`config.mk`:
```
export PLATFORM = sky130hd
export DESIGN_NAME = mem_bus_arbiter_flat
export DESIGN_NICKNAME = d
export VERILOG_FILES = /design/src/rtl/mem_bus_arbiter_if.sv /design/src/rtl/mem_bus_arbiter.sv /design/src/flat_wrapper.sv
export SDC_FILE = /design/constraint.sdc
export NUM_CORES = 1
export LEC_CHECK = 0
export CAP_MARGIN = 30
export CORE_MARGIN = 2
export CORE_UTILIZATION = 40
export DETAILED_ROUTE_END_ITERATION = 6
export GPL_ROUTABILITY_DRIVEN = 0
export HOLD_SLACK_MARGIN = 0.08
export PLACE_DENSITY_LB_ADDON = 0.2
export SETUP_SLACK_MARGIN = 0.3
export SLEW_MARGIN = 20
export SYNTH_ARGS = -nofsm -noshare
export SYNTH_HDL_FRONTEND = slang
export SYNTH_SLANG_ARGS = --single-unit
```
`constraint.sdc`:
```
create_clock -name clk -period 2.7 [get_ports clk]
set_input_delay 0.54 -clock clk [delete_from_list [all_inputs] [get_ports clk]]
set_output_delay 0.54 -clock clk [all_outputs]
set_load 0.005 [all_outputs]
```
`src/rtl/mem_bus_arbiter_if.sv`:
```
// Signal bundle between the three requesters, the arbiter and the memory slave.
// The arbiter takes the master modport; the requesters and memory together take the slave modport.
interface mem_bus_arbiter_if;
   logic        f_req;
   logic [15:0] f_addr;
   logic        f_ack;
   logic        f_wait;

   logic        d_req;
   logic        d_we;
   logic        d_byte;
   logic [15:0] d_addr;
   logic [15:0] d_wdata;
   logic        d_ack;
   logic        d_wait;

   logic        x_req;
   logic        x_we;
   logic [15:0] x_addr;
   logic [15:0] x_wdata;
   logic        x_ack;

   logic [15:0] rdata;
   logic        bus_err;
   logic [1:0]  grant;

   logic        mem_req;
   logic        mem_we;
   logic        mem_byte;
   logic [15:0] mem_addr;
   logic [15:0] mem_wdata;
   logic [15:0] mem_rdata;
   logic        mem_ack;

   modport master (
      input  f_req, f_addr,
      input  d_req, d_we, d_byte, d_addr, d_wdata,
      input  x_req, x_we, x_addr, x_wdata,
      input  mem_rdata, mem_ack,
      output f_ack, f_wait, d_ack, d_wait, x_ack,
      output rdata, bus_err, grant,
      output mem_req, mem_we, mem_byte, mem_addr, mem_wdata
   );

   modport slave (
      output f_req, f_addr,
      output d_req, d_we, d_byte, d_addr, d_wdata,
      output x_req, x_we, x_addr, x_wdata,
      output mem_rdata, mem_ack,
      input  f_ack, f_wait, d_ack, d_wait, x_ack,
      input  rdata, bus_err, grant,
      input  mem_req, mem_we, mem_byte, mem_addr, mem_wdata
   );
endinterface

```
`src/rtl/mem_bus_arbiter.sv`:
```
// Three-way memory port arbiter (D > F > X, X forced after STARVE_MAX losses), IDLE/ACCESS/DONE.
// Ack arrives one cycle after mem_ack (or after TIMEOUT silent cycles, with bus_err); requesters stall on *_wait.
module mem_bus_arbiter #(
   parameter int unsigned  STARVE_MAX = 8,
   parameter int unsigned  TIMEOUT    = 64,
   parameter logic [15:0]  ERR_DATA   = 16'hFFFF
) (
   input logic               clk,
   input logic               rst,
   mem_bus_arbiter_if.master bus
);
   localparam int unsigned STARVE_W = $clog2(STARVE_MAX + 1);
   localparam int unsigned TMO_W    = (TIMEOUT > 1) ? $clog2(TIMEOUT) : 1;

   localparam logic [1:0] G_NONE = 2'd0;
   localparam logic [1:0] G_F    = 2'd1;
   localparam logic [1:0] G_D    = 2'd2;
   localparam logic [1:0] G_X    = 2'd3;

   typedef enum logic [1:0] {S_IDLE, S_ACCESS, S_DONE} state_t;

   state_t              r_state;
   logic [1:0]          r_grant;
   logic                r_f_ack;
   logic                r_d_ack;
   logic                r_x_ack;
   logic [15:0]         r_rdata;
   logic                r_bus_err;
   logic                r_mem_req;
   logic                r_mem_we;
   logic                r_mem_byte;
   logic [15:0]         r_mem_addr;
   logic [15:0]         r_mem_wdata;
   logic [STARVE_W-1:0] r_starve;
   logic [TMO_W-1:0]    r_tmo;

   logic                w_x_forced;
   logic [1:0]          w_win;

   assign w_x_forced = bus.x_req && (r_starve == STARVE_W'(STARVE_MAX));

   always_comb begin
      w_win = G_NONE;
      if (w_x_forced)     w_win = G_X;
      else if (bus.d_req) w_win = G_D;
      else if (bus.f_req) w_win = G_F;
      else if (bus.x_req) w_win = G_X;
   end

   always_ff @(posedge clk) begin
      if (!rst) begin
         r_state     <= S_IDLE;
         r_grant     <= G_NONE;
         r_f_ack     <= 1'b0;
         r_d_ack     <= 1'b0;
         r_x_ack     <= 1'b0;
         r_rdata     <= 16'h0000;
         r_bus_err   <= 1'b0;
         r_mem_req   <= 1'b0;
         r_mem_we    <= 1'b0;
         r_mem_byte  <= 1'b0;
         r_mem_addr  <= 16'h0000;
         r_mem_wdata <= 16'h0000;
         r_starve    <= '0;
         r_tmo       <= '0;
      end else begin
         case (r_state)
            S_IDLE: begin
               if (w_win != G_NONE) begin
                  r_grant   <= w_win;
                  r_mem_req <= 1'b1;
                  r_tmo     <= '0;
                  r_state   <= S_ACCESS;
                  case (w_win)
                     G_F: begin
                        r_mem_addr  <= bus.f_addr;
                        r_mem_we    <= 1'b0;
                        r_mem_byte  <= 1'b0;
                        r_mem_wdata <= 16'h0000;
                     end
                     G_D: begin
                        r_mem_addr  <= bus.d_addr;
                        r_mem_we    <= bus.d_we;
                        r_mem_byte  <= bus.d_byte;
                        r_mem_wdata <= bus.d_wdata;
                     end
                     default: begin
                        r_mem_addr  <= bus.x_addr;
                        r_mem_we    <= bus.x_we;
                        r_mem_byte  <= 1'b0;
                        r_mem_wdata <= bus.x_wdata;
                     end
                  endcase
                  // Only a pending X that loses counts towards forcing it through.
                  if (bus.x_req && (w_win != G_X)) begin
                     if (r_starve != STARVE_W'(STARVE_MAX))
                        r_starve <= r_starve + 1'b1;
                  end else begin
                     r_starve <= '0;
                  end
               end else begin
                  r_grant <= G_NONE;
               end
            end
            S_ACCESS: begin
               // A late mem_ack landing on the timeout cycle still counts as success.
               if (bus.mem_ack || (r_tmo == TMO_W'(TIMEOUT - 1))) begin
                  r_mem_req <= 1'b0;
                  r_f_ack   <= (r_grant == G_F);
                  r_d_ack   <= (r_grant == G_D);
                  r_x_ack   <= (r_grant == G_X);
                  r_state   <= S_DONE;
                  if (bus.mem_ack) begin
                     r_rdata   <= bus.mem_rdata;
                     r_bus_err <= 1'b0;
                  end else begin
                     r_rdata   <= ERR_DATA;
                     r_bus_err <= 1'b1;
                  end
               end else begin
                  r_tmo <= r_tmo + 1'b1;
               end
            end
            S_DONE: begin
               r_f_ack   <= 1'b0;
               r_d_ack   <= 1'b0;
               r_x_ack   <= 1'b0;
               r_bus_err <= 1'b0;
               r_grant   <= G_NONE;
               r_state   <= S_IDLE;
            end
            default: begin
               r_state <= S_IDLE;
            end
         endcase
      end
   end

   assign bus.f_ack     = r_f_ack;
   assign bus.d_ack     = r_d_ack;
   assign bus.x_ack     = r_x_ack;
   assign bus.f_wait    = bus.f_req & ~r_f_ack;
   assign bus.d_wait    = bus.d_req & ~r_d_ack;
   assign bus.rdata     = r_rdata;
   assign bus.bus_err   = r_bus_err;
   assign bus.grant     = r_grant;
   assign bus.mem_req   = r_mem_req;
   assign bus.mem_we    = r_mem_we;
   assign bus.mem_byte  = r_mem_byte;
   assign bus.mem_addr  = r_mem_addr;
   assign bus.mem_wdata = r_mem_wdata;
endmodule

```
`src/flat_wrapper.sv`:
```
// flat-port wrapper written by rule: the top's interface ports become plain ports
module mem_bus_arbiter_flat 
#(
   parameter int unsigned  STARVE_MAX = 8,
   parameter int unsigned  TIMEOUT    = 64,
   parameter logic [15:0]  ERR_DATA   = 16'hFFFF
)
  (clk, rst, bus_f_req, bus_f_addr, bus_d_req, bus_d_we, bus_d_byte, bus_d_addr, bus_d_wdata, bus_x_req, bus_x_we, bus_x_addr, bus_x_wdata, bus_mem_rdata, bus_mem_ack, bus_f_ack, bus_f_wait, bus_d_ack, bus_d_wait, bus_x_ack, bus_rdata, bus_bus_err, bus_grant, bus_mem_req, bus_mem_we, bus_mem_byte, bus_mem_addr, bus_mem_wdata);
  mem_bus_arbiter_if bus_i ();
  input logic clk;
  input logic rst;
  input wire logic [$bits(bus_i.f_req)-1:0] bus_f_req;
  input wire logic [$bits(bus_i.f_addr)-1:0] bus_f_addr;
  input wire logic [$bits(bus_i.d_req)-1:0] bus_d_req;
  input wire logic [$bits(bus_i.d_we)-1:0] bus_d_we;
  input wire logic [$bits(bus_i.d_byte)-1:0] bus_d_byte;
  input wire logic [$bits(bus_i.d_addr)-1:0] bus_d_addr;
  input wire logic [$bits(bus_i.d_wdata)-1:0] bus_d_wdata;
  input wire logic [$bits(bus_i.x_req)-1:0] bus_x_req;
  input wire logic [$bits(bus_i.x_we)-1:0] bus_x_we;
  input wire logic [$bits(bus_i.x_addr)-1:0] bus_x_addr;
  input wire logic [$bits(bus_i.x_wdata)-1:0] bus_x_wdata;
  input wire logic [$bits(bus_i.mem_rdata)-1:0] bus_mem_rdata;
  input wire logic [$bits(bus_i.mem_ack)-1:0] bus_mem_ack;
  output wire logic [$bits(bus_i.f_ack)-1:0] bus_f_ack;
  output wire logic [$bits(bus_i.f_wait)-1:0] bus_f_wait;
  output wire logic [$bits(bus_i.d_ack)-1:0] bus_d_ack;
  output wire logic [$bits(bus_i.d_wait)-1:0] bus_d_wait;
  output wire logic [$bits(bus_i.x_ack)-1:0] bus_x_ack;
  output wire logic [$bits(bus_i.rdata)-1:0] bus_rdata;
  output wire logic [$bits(bus_i.bus_err)-1:0] bus_bus_err;
  output wire logic [$bits(bus_i.grant)-1:0] bus_grant;
  output wire logic [$bits(bus_i.mem_req)-1:0] bus_mem_req;
  output wire logic [$bits(bus_i.mem_we)-1:0] bus_mem_we;
  output wire logic [$bits(bus_i.mem_byte)-1:0] bus_mem_byte;
  output wire logic [$bits(bus_i.mem_addr)-1:0] bus_mem_addr;
  output wire logic [$bits(bus_i.mem_wdata)-1:0] bus_mem_wdata;
  assign bus_i.f_req = bus_f_req;
  assign bus_i.f_addr = bus_f_addr;
  assign bus_i.d_req = bus_d_req;
  assign bus_i.d_we = bus_d_we;
  assign bus_i.d_byte = bus_d_byte;
  assign bus_i.d_addr = bus_d_addr;
  assign bus_i.d_wdata = bus_d_wdata;
  assign bus_i.x_req = bus_x_req;
  assign bus_i.x_we = bus_x_we;
  assign bus_i.x_addr = bus_x_addr;
  assign bus_i.x_wdata = bus_x_wdata;
  assign bus_i.mem_rdata = bus_mem_rdata;
  assign bus_i.mem_ack = bus_mem_ack;
  assign bus_f_ack = bus_i.f_ack;
  assign bus_f_wait = bus_i.f_wait;
  assign bus_d_ack = bus_i.d_ack;
  assign bus_d_wait = bus_i.d_wait;
  assign bus_x_ack = bus_i.x_ack;
  assign bus_rdata = bus_i.rdata;
  assign bus_bus_err = bus_i.bus_err;
  assign bus_grant = bus_i.grant;
  assign bus_mem_req = bus_i.mem_req;
  assign bus_mem_we = bus_i.mem_we;
  assign bus_mem_byte = bus_i.mem_byte;
  assign bus_mem_addr = bus_i.mem_addr;
  assign bus_mem_wdata = bus_i.mem_wdata;
  mem_bus_arbiter #(.STARVE_MAX(STARVE_MAX), .TIMEOUT(TIMEOUT), .ERR_DATA(ERR_DATA)) u_core (.clk(clk), .rst(rst), .bus(bus_i));
endmodule
```
==> results of run 1 <==
state kept, by name, indices dropped and copies added (netlist names), 2 cells and up:
signal / cells
u_core.bus.mem_addr: 16
u_core.bus.mem_wdata: 16
u_core.bus.rdata: 16
u_core.r_tmo: 6
u_core.r_starve: 4
u_core.bus.grant: 2
u_core.r_state: 2
cells in the final DEF, fill, tap and decap left out, types with 3 or more instances in the layout:
| cell | synthesis | routed |
|---|---|---|
| clkdlybuf4s50_1 | 0 | 162 |
| dfxtp_1 | 69 | 68 |
| nand2_1 | 64 | 64 |
| a21oi_1 | 27 | 26 |
| nor2_1 | 23 | 23 |
| o21ai_0 | 23 | 23 |
| nor3_1 | 21 | 20 |
| a22oi_1 | 17 | 17 |
| o221a_2 | 16 | 16 |
| a221oi_1 | 17 | 15 |
| buf_4 | 1 | 13 |
| nand3_1 | 11 | 11 |
| clkbuf_8 | 0 | 11 |
| nor2b_1 | 7 | 7 |
| inv_1 | 6 | 6 |
| ha_1 | 7 | 6 |
| nand3b_1 | 3 | 3 |
layout make-up:
| type | count | area (µm²) | share of cell area |
|---|---|---|---|
| clock buffer | 11 | 151 | 0.0295 |
| clock inverter | 5 | 81.3 | 0.0159 |
| inverter | 7 | 26.3 | 0.00513 |
| multi-input combinational | 263 | 1600 | 0.313 |
| sequential | 69 | 1380 | 0.270 |
| tap | 102 | 128 | 0.0249 |
| timing repair buffer | 177 | 1750 | 0.342 |
metrics by stage:
| stage | util | hold slack (ns) |
|---|---|---|
| after global placement | 0.635 | 0.442 |
| final | 0.670 | 0.452 |
| after global routing | 0.670 | 0.475 |
| after CTS | 0.666 | 0.455 |
| after floorplan | - | 0.448 |
| after detailed placement | 0.635 | 0.446 |
timing repair:
item                       in CTS  in global routing
setup endpoints to repair       0                 37
resized for setup               0                  8
setup buffers                   0                  0
worst max-delay path, cell delays in order:
cell	delay, ns
clkdlybuf4s50_1	0.56
nor2b_1	0.15
clkdlybuf4s50_1	0.50
cell families (layout without fill, tap and decap cells):
| kind of cell | Yosys count | after routing | share of synthesized area |
|---|---|---|---|
| fa+ha+maj | 7 | 7 | 0.0281 |
| buf+inv | 39 | 200 | 0.0542 |
| flops | 69 | 69 | 0.443 |
| mux | 1 | 1 | 0.00321 |
| simple gates | 141 | 141 | 0.208 |
| compound gates | 114 | 114 | 0.264 |
worst paths after layout:
check	slack (ns)	to	from	depth (start not counted)
setup / recovery	0.41	bus_d_wait	bus_d_req	3
hold / removal	0.45	u_core.bus.mem_addr[14]	u_core.bus.mem_addr[14]	2
setup reg to reg	0.48	u_core.r_starve[3]	u_core.r_starve[1]	8
hold reg to reg	0.45	u_core.bus.mem_addr[14]	u_core.bus.mem_addr[14]	2
power by group through the flow:
stage | clock network [µW] | logic, µW | registers, µW
after floorplan | 0 | 303 | 1180
after global placement | 0 | 704 | 1180
after detailed placement | 0 | 711 | 1180
after CTS | 980 | 713 | 1160
after global routing | 1030 | 786 | 1170
final | 964 | 715 | 1160
metal layers:
metal / up-vias / GRT usage
met2: 128 / 0.360
met4: 0 / 0.0784
met3: 8 / 0.0871
met5: - / 0
met1: 1494 / 0.265
li1: 1661 / -
==> impl_metrics.toml, run 1 <==
[run_status]
status = "finished clean"

[detailed_routing]
met2_length_um = 4280
drt-total-wl_um = 9320
first_pass_iters = 4
drtIter0Drc = 134
met1_length_um = 3980
avgRoutedWirePerCell_um = 14.7
wl_met3_um = 948
drc = 0
routed_via_density = 5.19
top_layer = "met4"
vias = 3291
ant_nets = 0

[global_route]
grt-ovfl-total = 0
grt_pass1_wl_um = 15100
grt_pass1_vias = 3254
grt_max_degree = 51
grt_use_total = 0.221
antenna_found_initial = 0

[floorplanning]
die_area_um2 = 8520
pin_count = 164
fp.dieW_um = 92.3
dieHeight_um = 92.3
num_rows = 32
initial_core_util = 0.408
core_um2 = 7650

[place]
dpl-instance-area_um2 = 4860
placed_cells = 618
numPortBuffers = 163
dpl.hpwl_um = 6990
dp_worst_setup_slack_ns = 0.0533

[power_and_ir_drop]
power_uw = 2840
leakagePower_uw = 0.00190
intPower_uw = 2090
power_density_nw_per_um2 = 553
sequentialPowerShare = 0.408
ir_drop_mv = 0.336
combPwrFrac = 0.252
pwr-share-clk = 0.340
switching_power_uw = 741
p_sw_frac = 0.262

[timing]
post-route-min-period_ns = 2.29
rsz0062_at_grt = "false"
finalHoldViolCount = 0
max_freq_mhz = 436
tightest_slew_ns = 0.510
maxSlewHeadroom = 0.659
slew_viol_final = 0
skew_ns = 0.00969
layout_setup_ws_ns = 0.407
fin_tns_setup_ns = 0
setup_violations = 0
period_share = 0.849

[clocking]
cts_tree = "done"
clock_latency_ns = 0.34
hold_buffers = 0
cts.sinks = 69
cts_root_buf = "clkbuf_8"
clockBufferDepth = 2
h-tree-depth = 3
path_clk_slew_ns = 0.07
cts_buffers = 9

[synth]
syn_area_per_cell_um2 = 8.40
synthFlopType = "dfxtp_1"
yosys_warnings = 0
netlist.area_leader.share = 0.443
synth_edf_count = 0
syn_nets = 483
synth_common_cells = "69 x dfxtp_1, 64 x nand2_1, 27 x a21oi_1"
yosys-top-cells-area = "dfxtp_1 44%, nand2_1 7.7%, o221a_2 5.8%, a221oi_1 4.8%, a21oi_1 4.3%"
netlist_area_um2 = 3120
syn_inst = 371
synth_top_cell_by_area = "dfxtp_1"
yosysUniqueCellTypes = 43
yosys_register_bits = 69
yosys.cell_count.top_type = "dfxtp_1"
yosysSeqAreaShare = 0.443
async_reset_ff_frac = 0

[cells_and_area]
final_layout_size_suffix_gt1_frac = 0.109
nets = 639
area_growth_pct = 64.4
fin_cells = 634
n_antenna_cell = 0
final_area_um2 = 5120
num-fill-cells = 636

[setup_path]
crit_required_ns = 2.16
end_kind = "primary output"
startpoint_type = "primary input"
arrival_ns = 1.75
worstPathMaxFanout = 3
critical_path_class = "primary input to primary output"

[run]
max_cap_violations = 0

[min_path]
hp-class = "flip-flop to flip-flop"
Note: power is estimated with default switching activity, not from simulation.
==> run 2: changes to the inputs <==
--- a/config.mk
+++ b/config.mk
@@ -7,7 +7,7 @@
 export LEC_CHECK = 0
 export CAP_MARGIN = 30
 export CORE_MARGIN = 2
-export CORE_UTILIZATION = 40
+export CORE_UTILIZATION = 36
 export DETAILED_ROUTE_END_ITERATION = 6
 export GPL_ROUTABILITY_DRIVEN = 0
 export HOLD_SLACK_MARGIN = 0.08
==> constraint.sdc (replaced) <==
create_clock -name clk -period 2.1 [get_ports clk]
set_input_delay 0.42 -clock clk [delete_from_list [all_inputs] [get_ports clk]]
set_output_delay 0.42 -clock clk [all_outputs]
set_load 0.005 [all_outputs]
==> impl_metrics.toml, run 2 (synthesis results as in run 1) <==
[run_status]
status = "finished, violations left"
violations = "negative setup slack"

[global_route]
grt_pass1_wl_um = 17200
grt_use_total = 0.222
grt-ovfl-total = 0
grt_max_degree = 36
grt_pass1_vias = 3569
antenna_found_initial = 0

[min_path]
min_to = "u_core.bus.mem_addr[11]"
holdCritStartpoint = "u_core.bus.mem_addr[11]"
hold_depth = 2
hp-class = "flip-flop to flip-flop"

[timing]
maxSlewHeadroom = 0.627
fin_tns_setup_ns = -0.0251
slew_viol_final = 0
post-route-min-period_ns = 2.13
finalHoldViolCount = 0
setup_violations = 1
max_freq_mhz = 471
rsz0062_at_grt = "true"
period_share = 1.01
tightest_slew_ns = 0.558
skew_ns = 0.0157
layout_setup_ws_ns = -0.0251

[floorplanning]
fp.dieW_um = 97.1
core_um2 = 8300
initial_core_util = 0.376
die_area_um2 = 9420
dieHeight_um = 97.1
pin_count = 164
num_rows = 33

[clocking]
cts.sinks = 69
cts_root_buf = "clkbuf_8"
clockBufferDepth = 2
cts_tree = "done"
cts_buffers = 9
h-tree-depth = 3
hold_buffers = 0
clock_latency_ns = 0.35
path_clk_slew_ns = 0.07

[run]
max_cap_violations = 0

[detailed_routing]
drc = 0
drtIter0Drc = 180
first_pass_iters = 4
avgRoutedWirePerCell_um = 17.3
vias = 3677
routed_via_density = 5.50
ant_nets = 0
drt-total-wl_um = 11600

[cells_and_area]
area_growth_pct = 96.9
multiInputGateArea_um2 = 2010
layout_common_cells = "159 x clkdlybuf4s50_1, 66 x dfxtp_1, 59 x nand2_1"
final_layout_size_suffix_gt1_frac = 0.293
final_common_cell = "clkdlybuf4s50_1"
n_antenna_cell = 0
num-fill-cells = 549
nets = 671
regArea_um2 = 1390
final_area_um2 = 6140

[place]
dp_worst_setup_slack_ns = -0.320
dpl-instance-area_um2 = 5120
dpl.hpwl_um = 6990
numPortBuffers = 163

[setup_path]
slowest_delay_ns = 0.50
worst-r2r-cell-count = 8
reg2reg_from = "u_core.r_starve[1]"
end_kind = "flip-flop"
startpoint_type = "flip-flop"
worstPathCellList = "inv_2 > ha_4 > and3b_2 > a2bb2oi_4 > ha_2 > or3_4 > or4_4 > a21oi_2"
worstPathMaxFanout = 5
crit_required_ns = 2.38
r2r_end = "u_core.r_starve[3]"
arrival_ns = 2.40
startpoint = "u_core.r_starve[1]"
r2r_slack_ns = -0.03
critical_path_class = "flip-flop to flip-flop"
slowest_stage = "or4_4"

[power_and_ir_drop]
ir_drop_mv = 0.565
power_density_nw_per_um2 = 734
leakagePower_uw = 0.00229
-- run 2: cell count changes in the layout (fill, tap and decap cells not counted), sizes merged --
| cell | previous run | this run |
|---|---|---|
| clkinvlp | 1 | 0 |
| clkdlybuf4s50 | 162 | 159 |
| bufinv | 2 | 6 |
| dlygate4sd2 | 0 | 2 |
| buf | 14 | 43 |
| inv | 8 | 7 |
| clkbuf | 11 | 13 |
-- run 2: how the worst max path moves through the flow --
stage                          endpoint  slack (ns)
6_report             u_core.r_starve[3]       -0.03
5_1_grt          u_core.bus.mem_addr[5]       -0.09
4_1_cts              u_core.r_starve[3]        0.03
3_5_place_dp         u_core.r_starve[3]       -0.32
3_3_place_gp   u_core.bus.mem_wdata[14]       -0.27
2_1_floorplan  u_core.bus.mem_wdata[10]        0.04
-- run 2: cell type report --
class / count / area share
clock inverters: 7 / 0.0302
multi-input cells: 263 / 0.328
flip-flops and latches: 69 / 0.226
inverters: 7 / 0.00428
clock buffers: 9 / 0.0202
well taps: 105 / 0.0214
repair buffers: 209 / 0.371
-- run 2: critical path, delay by kind of cell (launching register included) --
family	cells	cell delay [ns]
flops	1	0.33
simple gates	3	1.11
buf+inv	1	0.06
fa+ha+maj	2	0.32
compound gates	2	0.24
-- run 2: repair_timing --
item / CTS / global route
pin swaps: 7 / 20
endpoints found under the setup margin: 48 / 67
setup buffers: 7 / 8
gates cloned: 4 / 5
gates resized for setup: 39 / 62
-- run 2: metrics by stage --
stage	hold slack, ns	power (µW)	std cells	util
CTS	0.458	4300	656	0.689
global route	0.482	4670	669	0.740
finish	0.456	4500	669	0.740
global placement	0.441	2510	629	0.617
detailed placement	0.447	2520	629	0.617
floorplan	0.452	1990	371	-
-- run 2: report_power, final --
group / switching, µW / internal (µW)
logic: 559 / 793
registers: 63.8 / 1420
clock network: 522 / 1150
total: 1140 / 3360
-- run 2: routing by layer --
layer | GRT usage | wire, µm | share of wire | up-vias
li1 | - | - | - | 1737
met1 | 0.276 | 4680 | 0.40 | 1777
met2 | 0.379 | 5920 | 0.51 | 141
met3 | 0.0374 | 689 | 0.059 | 22
met4 | 0.0943 | 310 | 0.027 | 0
met5 | 0 | 0 | 0 | -
